[src/rtl/traffic_light_monitor.sv]
`default_nettype none
// ============================================================================
//  Module   : traffic_light_monitor
//  Purpose  : Passive safety monitor for a two-road junction controller.
//             Decodes the six lamp outputs into a phase every clock, flags
//             illegal lamp vectors, out-of-order phases and phases that end
//             too early. It also reports the dwell time of the current phase
//             and counts completed light cycles. It never drives any lamp.
//  Ports    : Clk, reset        clock (rising edge), synchronous active-high reset
//             MR MY MG SR SY SG lamp outputs sampled from the controller
//             C                 side-road car sensor
//             clr               clears the sticky err_any flag
//             phase[2:0]        0 UNSYNC, 1 MAIN_GREEN, 2 MAIN_YELLOW,
//                               3 SIDE_GREEN, 4 SIDE_YELLOW
//             dwell[15:0]       samples spent in the current phase (saturating)
//             cycle_count[15:0] completed SIDE_YELLOW->MAIN_GREEN transitions
//             err_illegal/err_seq/err_short/err_starve  one-cycle pulses
//             err_any           sticky OR of all error pulses
//  Options  : TLMON_STARVE_EN   builds the side-road starvation checker;
//                               without it err_starve is tied to 0.
//  Revision : 1.0  initial release
// ============================================================================
module traffic_light_monitor #(
    parameter int MIN_GREEN  = 15,
    parameter int MIN_YELLOW = 5,
    parameter int MAX_WAIT   = 64
) (
    input  logic        Clk,
    input  logic        reset,
    input  logic        MR,
    input  logic        MY,
    input  logic        MG,
    input  logic        SR,
    input  logic        SY,
    input  logic        SG,
    input  logic        C,
    input  logic        clr,
    output logic [2:0]  phase,
    output logic [15:0] dwell,
    output logic [15:0] cycle_count,
    output logic        err_illegal,
    output logic        err_seq,
    output logic        err_short,
    output logic        err_starve,
    output logic        err_any
);

    typedef enum logic [2:0] {
        S_UNSYNC      = 3'd0,
        S_MAIN_GREEN  = 3'd1,
        S_MAIN_YELLOW = 3'd2,
        S_SIDE_GREEN  = 3'd3,
        S_SIDE_YELLOW = 3'd4
    } state_t;

    localparam logic [15:0] c_min_green  = 16'(MIN_GREEN);
    localparam logic [15:0] c_min_yellow = 16'(MIN_YELLOW);
    localparam logic [15:0] c_dwell_max  = 16'hFFFF;

    state_t      r_state;
    state_t      w_vec_state;
    state_t      w_succ;
    logic        w_illegal;
    logic        w_same;
    logic        w_advance;
    logic        w_skip;
    logic [15:0] w_min;
    logic        w_short;
    logic        w_cycle;
    logic        w_starve;
    logic        w_any;

    // Lamp vector -> phase; anything not in the table (incl. all-off) is illegal.
    always_comb begin
        w_vec_state = S_UNSYNC;
        case ({MR, MY, MG, SR, SY, SG})
            6'b001100: w_vec_state = S_MAIN_GREEN;
            6'b010100: w_vec_state = S_MAIN_YELLOW;
            6'b100001: w_vec_state = S_SIDE_GREEN;
            6'b100010: w_vec_state = S_SIDE_YELLOW;
            default:   w_vec_state = S_UNSYNC;
        endcase
    end

    // Legal successor of the current phase; UNSYNC has none.
    always_comb begin
        w_succ = S_UNSYNC;
        case (r_state)
            S_MAIN_GREEN:  w_succ = S_MAIN_YELLOW;
            S_MAIN_YELLOW: w_succ = S_SIDE_GREEN;
            S_SIDE_GREEN:  w_succ = S_SIDE_YELLOW;
            S_SIDE_YELLOW: w_succ = S_MAIN_GREEN;
            default:       w_succ = S_UNSYNC;
        endcase
    end

    assign w_illegal = (w_vec_state == S_UNSYNC);
    assign w_same    = !w_illegal && (w_vec_state == r_state);
    // From UNSYNC w_succ is UNSYNC, which a legal vector never matches, so
    // the first legal vector after UNSYNC is neither an advance nor a skip.
    assign w_advance = !w_illegal && !w_same && (w_vec_state == w_succ);
    assign w_skip    = !w_illegal && !w_same && (r_state != S_UNSYNC) && !w_advance;

    assign w_min   = ((r_state == S_MAIN_GREEN) || (r_state == S_SIDE_GREEN))
                     ? c_min_green : c_min_yellow;
    // A saturated dwell is treated as long enough regardless of the minimum.
    assign w_short = w_advance && (dwell != c_dwell_max) && (dwell < w_min);
    assign w_cycle = w_advance && (r_state == S_SIDE_YELLOW);

`ifdef TLMON_STARVE_EN
    localparam logic [15:0] c_max_wait = 16'(MAX_WAIT);

    logic [15:0] r_wait;
    logic [15:0] w_wait_next;

    // Counts C=1 samples belonging to a MAIN_GREEN phase, entry sample
    // included. Holding at MAX_WAIT keeps the pulse to a single cycle.
    always_comb begin
        w_wait_next = '0;
        w_starve    = 1'b0;
        if (w_vec_state == S_MAIN_GREEN) begin
            if (!w_same) begin
                w_wait_next = C ? 16'd1 : 16'd0;
            end else if (C && (r_wait != c_max_wait)) begin
                w_wait_next = r_wait + 16'd1;
            end else begin
                w_wait_next = r_wait;
            end
            w_starve = C && (w_wait_next == c_max_wait)
                       && (!w_same || (r_wait != c_max_wait));
        end
    end

    always_ff @(posedge Clk) begin
        if (reset) begin
            r_wait <= '0;
        end else begin
            r_wait <= w_wait_next;
        end
    end
`else
    logic w_unused_starve;

    assign w_starve        = 1'b0;
    assign w_unused_starve = C ^ (MAX_WAIT != 0);
`endif

    assign w_any = w_illegal || w_skip || w_short || w_starve;

    always_ff @(posedge Clk) begin
        if (reset) begin
            r_state     <= S_UNSYNC;
            dwell       <= '0;
            cycle_count <= '0;
            err_illegal <= 1'b0;
            err_seq     <= 1'b0;
            err_short   <= 1'b0;
            err_starve  <= 1'b0;
            err_any     <= 1'b0;
        end else begin
            // Illegal vectors decode to UNSYNC, so the new phase is always the decode.
            r_state <= w_vec_state;
            if (w_same) begin
                if (dwell != c_dwell_max) begin
                    dwell <= dwell + 16'd1;
                end
            end else if (w_illegal) begin
                dwell <= '0;
            end else begin
                dwell <= 16'd1;
            end
            cycle_count <= cycle_count + {15'd0, w_cycle};
            err_illegal <= w_illegal;
            err_seq     <= w_skip;
            err_short   <= w_short;
            err_starve  <= w_starve;
            // A new error outranks a simultaneous clear.
            if (w_any) begin
                err_any <= 1'b1;
            end else if (clr) begin
                err_any <= 1'b0;
            end
        end
    end

    assign phase = r_state;

endmodule
`default_nettype wire
[config.mk]
export PLATFORM = sky130hd
export DESIGN_NAME = traffic_light_monitor
export DESIGN_NICKNAME = d
export VERILOG_FILES = /design/src/rtl/traffic_light_monitor.sv
export SDC_FILE = /design/constraint.sdc
export NUM_CORES = 1
export LEC_CHECK = 0
export CAP_MARGIN = 10
export CORE_MARGIN = 5
export CORE_UTILIZATION = 44
export DETAILED_ROUTE_END_ITERATION = 8
export GPL_ROUTABILITY_DRIVEN = 0
export PLACE_DENSITY_LB_ADDON = 0.25
export SYNTH_ARGS = -nofsm -noshare
export SYNTH_HDL_FRONTEND = slang
export SYNTH_SLANG_ARGS = --single-unit
[constraint.sdc]
create_clock -name Clk -period 2.37 [get_ports Clk]
set_input_delay 0.237 -clock Clk [delete_from_list [all_inputs] [get_ports Clk]]
set_output_delay 0.237 -clock Clk [all_outputs]
set_load 0.02 [all_outputs]
Word-level counts from Yosys, hierarchy flattened
Index checks and enable logic that the tools add are counted.
{"block": "word_totals", "reg_bits": 39, "latchBits": 0, "ram_bits": 0, "mem_bits_ro": 0, "inputBits": 10, "out_inout_bits": 40, "elab_cells": 47, "n_memories": 0}
{"block": "op_classes", "addsub": 2, "multipliers": 0, "n_div": 0, "n_lt_le_gt_ge": 1, "n_eq_ne": 12, "shifts": 0, "mux": 8, "n_bitwise": 0, "reduce_logical": 17}
{"cell": "2-to-1 mux 16 bit", "n": 2}
{"cell": "one-hot mux 3 bit (4 select lines)", "n": 2}
{"cell": "adder 16 x 1 -> 16 bit", "n": 1}
{"cell": "adder 16 x 1 -> 16 bit, second input constant", "n": 1}
{"cell": "< comparator 16 x 4 -> 1 bit", "n": 1}
{"cell": "inequality test 16 bit, second input constant", "n": 1}
{"cell": "equality test 6 bit, second input constant", "n": 2}
{"cell": "logical AND 1 bit", "n": 8}
{"cell": "equality test 3 x 2 -> 1 bit, second input constant", "n": 2}
{"cell": "equality test 3 bit", "n": 2}
{"cell": "equality test 6 x 4 -> 1 bit, second input constant", "n": 1}
{"cell": "equality test 6 x 5 -> 1 bit, second input constant", "n": 1}
{"cell": "2-to-1 mux 4 bit", "n": 1}
{"cell": "equality test 3 x 1 -> 1 bit, second input constant", "n": 1}
{"cell": "equality test 3 bit, second input constant", "n": 1}
{"cell": "zero test 1 bit", "n": 3}
{"cell": "zero test 3 bit", "n": 1}
{"cell": "logical OR 1 bit", "n": 3}
{"cell": "2-to-1 mux 1 bit", "n": 3}
{"cell": "nonzero test 3 bit", "n": 1}
{"cell": "inequality test 2 x 1 -> 1 bit, second input constant", "n": 1}
{"cell": "nonzero test 2 bit", "n": 1}

Longest topological paths before layout
Gate-level depths: netlist of run 1.
{"block": "depth", "depth_word": 13, "depth_mapped": 12, "mapped_depth_nobuf": 12}

Worst setup path after synthesis of run 1
Ideal clock, no wire load.
{"block": "synth_path", "path_type": "register to register", "startpoint": "register r_state[1], in the netlist phase[1]", "endpoint": "register cycle_count[15]", "setup_ns": 0.128, "t_arrival_ns": 2.525, "required_time_ns": 2.242, "slack_ns": -0.283, "stages_incl_launch_ff": 13, "n_path_buf": 1, "synth_period_minus_slack_ns": 2.653, "path_cell_list": "dfxtp_1 clkbuf_1 nand2_1 or2_2 a21oi_1 nor3_1 nor3_1 ha_1 nand4_1 nor2_1 nand4_1 xor2_1 nor2_1"}
{"block": "synth_via", "elab_chain_cells": 7, "elab_cells_between_ends": 13, "cone_classes": "add/sub: 1; eq/ne: 6; mux: 1; reduce/logical: 5"}
{"element": "start: declaration", "line_no": "60", "text": "state_t r_state;"}
{"element": "start signal: assignment", "line_no": "162", "text": "r_state <= w_vec_state;"}
{"element": "parallel branches: the longest is 5 deep, another holds one-hot mux 3 bit (4 select lines)"}
{"element": "logical AND 1 bit (*)", "line_no": "108", "text": "assign w_cycle = w_advance && (r_state == S_SIDE_YELLOW);"}
{"element": "adder 16 x 1 -> 16 bit (*)", "line_no": "172", "text": "cycle_count <= cycle_count + {15'd0, w_cycle};"}
{"element": "end signal: assignment", "line_no": "172"}
{"element": "end: declaration", "line_no": "40", "text": "output logic [15:0] cycle_count,"}
Every way passes the cells marked *.
A chain may end at the register's enable or synchronous reset.

Worst setup path in the final report of run 1
{"block": "layout_path", "startpoint": "input SY", "endpoint": "register cycle_count[11]"}
{"block": "layout_via", "elab_chain_cells": 10, "elab_cells_between_ends": 15, "cone_classes": "add/sub: 1; eq/ne: 6; mux: 1; reduce/logical: 7"}
{"element": "start: declaration", "line_no": "34", "text": "input logic SY,"}
{"element": "equality test 6 bit, or another cell as far along", "line_no": "76", "text": "case ({MR, MY, MG, SR, SY, SG})"}
{"element": "one-hot mux 3 bit (4 select lines) (*)", "line_no": "76"}
{"element": "zero test 3 bit", "line_no": "97", "text": "assign w_illegal = (w_vec_state == S_UNSYNC);"}
{"element": "zero test 1 bit", "line_no": "98, 101"}
{"element": "logical AND 1 bit", "line_no": "98", "text": "assign w_same = !w_illegal && (w_vec_state == r_state);"}
{"element": "zero test 1 bit", "line_no": "101", "text": "assign w_advance = !w_illegal && !w_same && (w_vec_state == w_succ);"}
{"element": "logical AND 1 bit", "line_no": "101"}
{"element": "logical AND 1 bit (*)", "line_no": "101"}
{"element": "logical AND 1 bit (*)", "line_no": "108"}
{"element": "adder 16 x 1 -> 16 bit (*)", "line_no": "172"}
Mark *: on every way between the ends. The rest lies on a longest branch, timed or not.

==> impl_results.md, run 1 <==
* Vias in the first global route at 1752
* Biggest fanout along the worst timing path at 4
* Worst Path Arrival at 2.37 ns
* Most area-hungry cell type in the Yosys netlist: dfxtp_1
* Vias per std cell at 5.33
* Combined global-route utilization of all metal layers at 16.3%
* Outcome: finished, final reports clean
* Post-synth EDFFs at 0
* Count of warnings emitted by yosys at 0
* Die Area at 0.00595 mm²
* Seq/Total Area, Yosys at 39.4%
* Final period demand of the worst path at 2.19 ns
* Drt pass-1 iters at 4
* Leftover overflow at the end of global routing at 0
* Most frequent cell after synthesis: dfxtp_1
* Synthesized area divided by synthesized cell count at 8.65 µm²
* Number of maximum-capacitance violations at 0
* Maximum number of pins on one net before global-route repair at 25
* CP Cell Sequence: dlygate4sd2_1 > nor2b_1 > nand2_2 > buf_6 > o2111ai_2 > nor2_2 > nor3_4 > nor3_4 > ha_2 > nand4_1 > nor2_4 > buf_4 > buf_4 > xnor2_2 > nor2_1
* Share of the clock period used by the worst path at 92.2%
* Core Util, Final at 66.4%
* Area contributors post-synth: dfxtp_1 (39%), xor2_1 (8.4%), nor2_1 (7.0%), and3_1 (3.5%), nand4_1 (3.5%)
* Crit-path max cell delay at 0.28 ns
* Post-synthesis cell count at 229
* Floorplan row count at 24
* Core footprint at 0.00435 mm²
* Type of the most critical hold path: input port to flip-flop
* Num CTS Buffers at 5
* Vias after detailed routing at 1930
* # nets final at 324
* Synthesized flop and latch total at 39
* CTS H-tree lvls at 2
* Net Count, Synth at 244
* Post-Layout Inst Area at 0.00289 mm²
* Die H at 77.1 µm
* Horizontal extent of the die at 77.1 µm
* Quantity of hold-fixing buffers added after cts at 0
* Fraction of layout instances using a drive strength above 1 at 21.3%
* Launching element type of the critical path: input port
* Global-route wire length before repair at 8.07 mm
* Clock root buffer master: clkbuf_8
* Minimum setup slack after placement at -0.622 ns
* Proportion of synthesized flip-flops having asynchronous set or reset at 0%
* Count of unresolved DRC violations after routing at 0
* Crit path capture type: flip-flop
* Antenna violations before repair at 0
* Maximum clock frequency at 457 MHz
* RSZ-0062 raised after global routing: false
* Routed WL per cell at 13.2 µm
* WHS at 0.414 ns
* Overall routed net length at 4.78 mm
* Clock skew after layout at 0.00383 ns
* Count of input and output buffers at 47
* Cell Area, Synth at 0.00198 mm²
* VDD IR max at 268 µV
* Yosys top cell area share at 39.4%
* Number of routed nets with antenna violations at 0
* Primary flip-flop cell chosen by synthesis mapping: dfxtp_1
* Clock insertion delay at the later pin of the skew report at 0.29 ns
* CTS sink count at 39
* Initial DRC count at 82
* Antenna cells at 0
* Ranking of synthesized cells by instance count: dfxtp_1 (39), nor2_1 (37), xor2_1 (19), nand2_1 (12)
* Library cells used by synthesis at 44
* Longest Clk Path Bufs at 2
* Top-Level Pins at 50
* Placed inst area at 0.00270 mm²
* CP max stage cell: dlygate4sd2_1
* Initial standard-cell utilization of the core at 45.5%
* Max-slew violation total from the final report at 0
* CP required at 2.55 ns
* Power per unit of standard cell area at 405 mW/mm²
* Setup WS post-layout at 0.184 ns
* Kind of critical path: input port to flip-flop
* Hold violation count in the final report at 0
* Relative area change from synthesis to final layout at 45.9%
* TritonCTS clock tree: done
* Leakage dissipation at 1.14 nW
* Half-perimeter wire length after detailed placement at 3.48 mm
* Clock-pin transition on the worst setup and hold timing paths at 0.07 ns
* Final setup violation count at 0
==> sequential cells by signal, indices dropped and copies added (netlist names) <==
register / count
cycle_count: 16
err_short: 1
err_seq: 1
err_any: 1
phase: 3
err_illegal: 1
dwell: 16
==> layer usage <==
| layer | track usage, % | routed length (µm) |
|---|---|---|
| met2 | 25.6 | 2260 |
| met5 | 0 | 0 |
| met1 | 20.9 | 2160 |
| met4 | 7.22 | 111 |
| met3 | 4.33 | 244 |
==> power by group <==
part | leakage, nW | internal, mW | switching [mW] | total (mW)
Sequential | 0.315 | 0.658 | 0.00270 | 0.661
Clock | 0.0422 | 0.206 | 0.222 | 0.428
Combinational | 0.781 | 0.0414 | 0.0413 | 0.0827
==> cells by family (layout without fill, tap and decap cells) <==
group | after synthesis | count (layout) | synth area share, %
AO/OA/AOI/OAI | 27 | 27 | 9.79
XOR/XNOR | 25 | 25 | 11.0
adder cells (fa/ha/maj) | 5 | 5 | 3.16
buffers and inverters | 12 | 93 | 2.59
flip-flops | 39 | 39 | 39.4
multiplexers | 2 | 2 | 1.01
other | 1 | 1 | 0.189
AND/OR/NAND/NOR | 118 | 118 | 32.8
==> critical path: cells and delay by family <==
family                     cells  cell delay, ns
and+or+nand+nor                8            1.08
buffers and inverters          4            0.63
adders and majority gates      1            0.20
AOI/OAI and AO/OA              1            0.12
xor gates and xnor gates       1            0.09
==> cell usage in the layout (no fill, tap or decap), types with 2 or more instances in the layout <==
master / instances
clkdlybuf4s50_1: 41
nor3_4: 3
clkbuf_1: 2
nor2b_1: 4
xnor2_1: 5
nand3_1: 10
xor2_1: 19
and4_1: 2
a21oi_1: 4
clkbuf_8: 5
and3_1: 10
or3_1: 4
and2_1: 2
nand3b_1: 3
nor4_1: 3
and4bb_2: 2
buf_4: 32
nand2_1: 12
a21o_1: 4
mux2i_1: 2
o211ai_1: 2
ha_1: 4
nand4_1: 11
nor2_2: 3
inv_1: 3
buf_6: 2
nor2_1: 33
o21ai_0: 3
and4bb_1: 2
dfxtp_1: 38
or4_1: 4
clkbuf_2: 5
o31ai_1: 2
nor3_1: 4
==> area by class of cell <==
cell class / instances / area, µm²
multi-input combinational: 178 / 1240
fill: 356 / 1460
inverter: 4 / 15.0
clock inverter: 1 / 5.00
clock buffer: 7 / 76.3
tap: 52 / 65.1
timing repair buffer: 81 / 707
sequential: 39 / 782
==> what timing repair did <==
action                                  in CTS  in global routing
resized for setup                           11                 22
buffers inserted                             2                  6
pin swaps                                    9                 18
endpoints found under the setup margin      13                 12
==> worst paths after layout <==
check / from / to / slack [ns] / cells after the start
setup / recovery: SY / cycle_count[11] / 0.18 / 15
hold / removal: MG / phase[1] / 0.41 / 5
setup reg to reg: phase[2] / cycle_count[11] / 0.21 / 13
hold reg to reg: dwell[9] / dwell[9] / 0.53 / 2
==> metrics by stage <==
stage	cells	TNS [ns]	power [mW]
3_5_place_dp	346	-8.31	0.758
4_1_cts	356	0	1.19
2_1_floorplan	229	-0.00630	0.714
3_3_place_gp	346	-6.24	0.757
6_report	362	0	1.17
5_1_grt	362	0	1.22
(Power assumes the default switching activity.)
==> run 2: changes to the inputs <==
--- a/config.mk
+++ b/config.mk
@@ -7,7 +7,8 @@
 export LEC_CHECK = 0
 export CAP_MARGIN = 10
 export CORE_MARGIN = 5
-export CORE_UTILIZATION = 44
+export CORE_UTILIZATION = 50
+export CTS_BUF_LIST = sky130_fd_sc_hd__clkbuf_4 sky130_fd_sc_hd__clkbuf_8
 export DETAILED_ROUTE_END_ITERATION = 8
 export GPL_ROUTABILITY_DRIVEN = 0
 export PLACE_DENSITY_LB_ADDON = 0.25
==> constraint.sdc (replaced) <==
create_clock -name Clk -period 2.4 [get_ports Clk]
set_input_delay 0.24 -clock Clk [delete_from_list [all_inputs] [get_ports Clk]]
set_output_delay 0.24 -clock Clk [all_outputs]
set_load 0.02 [all_outputs]
==> impl_results.md, run 2 (synthesis gave the netlist of run 1 again) <==
* Final period demand of the worst path at 2.25 ns
* Share of the clock period used by the worst path at 93.9%
* Global-route wire length before repair at 8.25 mm (was 8.07 mm)
* Leakage dissipation at 1.13 nW (was 1.14 nW)
* Outcome: finished, final reports clean (unchanged)
* Clock-pin transition on the worst setup and hold timing paths at 0.08 ns (was 0.07 ns)
* Clock root buffer master: clkbuf_8 (unchanged)
* Clock skew after layout at 0.00553 ns (was 0.00383 ns)
* TritonCTS clock tree: done (unchanged)
* Met2 routed wirelength at 2.59 mm (was 2.26 mm)
* Core footprint at 0.00374 mm² (was 0.00435 mm²)
* CP required at 2.60 ns (was 2.55 ns)
* Launching element type of the critical path: input port (unchanged)
* Antenna violations before repair at 0 (unchanged)
* CTS H-tree lvls at 2 (unchanged)
* Setup WS post-layout at 0.145 ns (was 0.184 ns)
* Hold violation count in the final report at 0 (unchanged)
* Crit path capture type: flip-flop (unchanged)
* Overall routed net length at 5.35 mm (was 4.78 mm)
* Maximum number of pins on one net before global-route repair at 25 (unchanged)
* Cell count after placement at 342 (was 346)
* Horizontal extent of the die at 73.0 µm (was 77.1 µm)
* Worst Path Arrival at 2.45 ns (was 2.37 ns)
* # nets final at 320 (was 324)
* Antenna cells at 0 (unchanged)
* Post-layout instance count excluding filler cells at 354 (was 362)
* VDD IR max at 328 µV (was 268 µV)
* Overall power after layout at 1.29 mW (was 1.17 mW)
* Most frequent cells in the layout: clkdlybuf4s50_1 (41), dfxtp_1 (38), nor2_1 (34) (was clkdlybuf4s50_1 (41), dfxtp_1 (38), nor2_1 (33))
* Floorplan row count at 22 (was 24)
* Maximum clock frequency at 444 MHz
* Routed WL per cell at 15.1 µm (was 13.2 µm)
* Vias per std cell at 5.48 (was 5.33)
* Total length of routed met3 wires at 315 µm (was 244 µm)
* Final-layout fill cell count at 281 (was 356)
* Kind of critical path: input port to flip-flop (unchanged)
* Initial DRC count at 120 (was 82)
* Biggest fanout along the worst timing path at 5 (was 4)
* Number of routed nets with antenna violations at 0 (unchanged)
* Count of input and output buffers at 47 (unchanged)
* Drt pass-1 iters at 4 (unchanged)
* Minimum setup slack after placement at -0.585 ns (was -0.622 ns)
* Type of the most critical hold path: input port to flip-flop (unchanged)
* Longest Clk Path Bufs at 2 (unchanged)
* CTS sink count at 39 (unchanged)
* Vias in the first global route at 1836 (was 1752)
* Core Util, Final at 76.9% (was 66.4%)
* Power per unit of standard cell area at 449 mW/mm² (was 405 mW/mm²)
* Vias after detailed routing at 1941 (was 1930)
* Post-Layout Inst Area at 0.00288 mm² (was 0.00289 mm²)
* Placed inst area at 0.00269 mm² (was 0.00270 mm²)
* Leading cell type in the layout, fill and taps excluded: clkdlybuf4s50_1 (unchanged)
* Half-perimeter wire length after detailed placement at 3.57 mm (was 3.48 mm)
* Count of unresolved DRC violations after routing at 0 (unchanged)
* Final setup violation count at 0 (unchanged)
* Max-slew violation total from the final report at 0 (unchanged)
* Initial standard-cell utilization of the core at 52.9% (was 45.5%)
* Quantity of hold-fixing buffers added after cts at 0 (unchanged)
* Uppermost layer routed: met4 (unchanged)
* Die H at 73.0 µm (was 77.1 µm)
* Number of maximum-capacitance violations at 0 (unchanged)
* Relative area change from synthesis to final layout at 45.2% (was 45.9%)
* Clock insertion delay at the later pin of the skew report at 0.30 ns (was 0.29 ns)
* Die Area at 0.00532 mm² (was 0.00595 mm²)
* Length of routed wiring on met1 at 2.37 mm (was 2.16 mm)
* Combined global-route utilization of all metal layers at 19.5% (was 16.3%)
* Leftover overflow at the end of global routing at 0 (unchanged)
* Top-Level Pins at 50 (unchanged)
* Num CTS Buffers at 5 (unchanged)
* Fraction of layout instances using a drive strength above 1 at 19.6% (was 21.3%)
run 2: report_power, final:
part           internal, mW  switching [mW]  total [mW]
Sequential            0.649         0.00302       0.652
Clock                 0.310           0.249       0.559
Combinational        0.0403          0.0420      0.0823
Total                 0.999           0.294        1.29
run 2: metrics by stage:
| step | TNS [ns] | hold WS, ns |
|---|---|---|
| final | 0 | 0.321 |
| after global routing | -0.0473 | 0.356 |
| after CTS | 0 | 0.515 |
| after detailed placement | -7.51 | 0.521 |
| after global placement | -5.19 | 0.497 |
| after floorplan | 0 | 0.423 |
run 2: cell type report:
type	instances	area, µm²	area share, %
timing repair buffer	77	686	23.8
tap	48	60.1	2.09
sequential	39	785	27.3
inverter	4	15.0	0.522
multi-input combinational	178	1220	42.4
clock buffer	5	68.8	2.39
clock inverter	3	43.8	1.52
run 2: path summary, 6_finish.rpt:
path	from	to	slack (ns)	depth (start not counted)
worst max register to register	phase[1]	cycle_count[15]	0.17	11
worst max-delay path	MY	cycle_count[15]	0.15	13
worst min register to register	dwell[9]	dwell[9]	0.54	2
worst min-delay path	MG	phase[1]	0.32	4
run 2: routing by layer:
metal | GRT usage, % | vias up
li1 | - | 966
met1 | 24.8 | 906
met2 | 32.6 | 62
met4 | 6.56 | 0
met5 | 0 | -
met3 | 3.99 | 7
run 2: worst max-delay path: stages:
cell	delay [ns]
clkdlybuf4s15_1	0.19
and4bb_2	0.26
o21ai_4	0.20
nand3b_1	0.15
a21oi_4	0.23
nor3_4	0.07
nor3_2	0.15
ha_2	0.23
nand4_1	0.14
nor2_2	0.22
nand4_1	0.14
xor2_1	0.18
nor2_1	0.06
run 2: repair_timing:
item / in CTS / in global routing
gates resized for setup: 9 / 20
gates cloned: 0 / 0
pin swaps: 8 / 19
buffers inserted: 1 / 3
endpoints found under the setup margin: 10 / 12
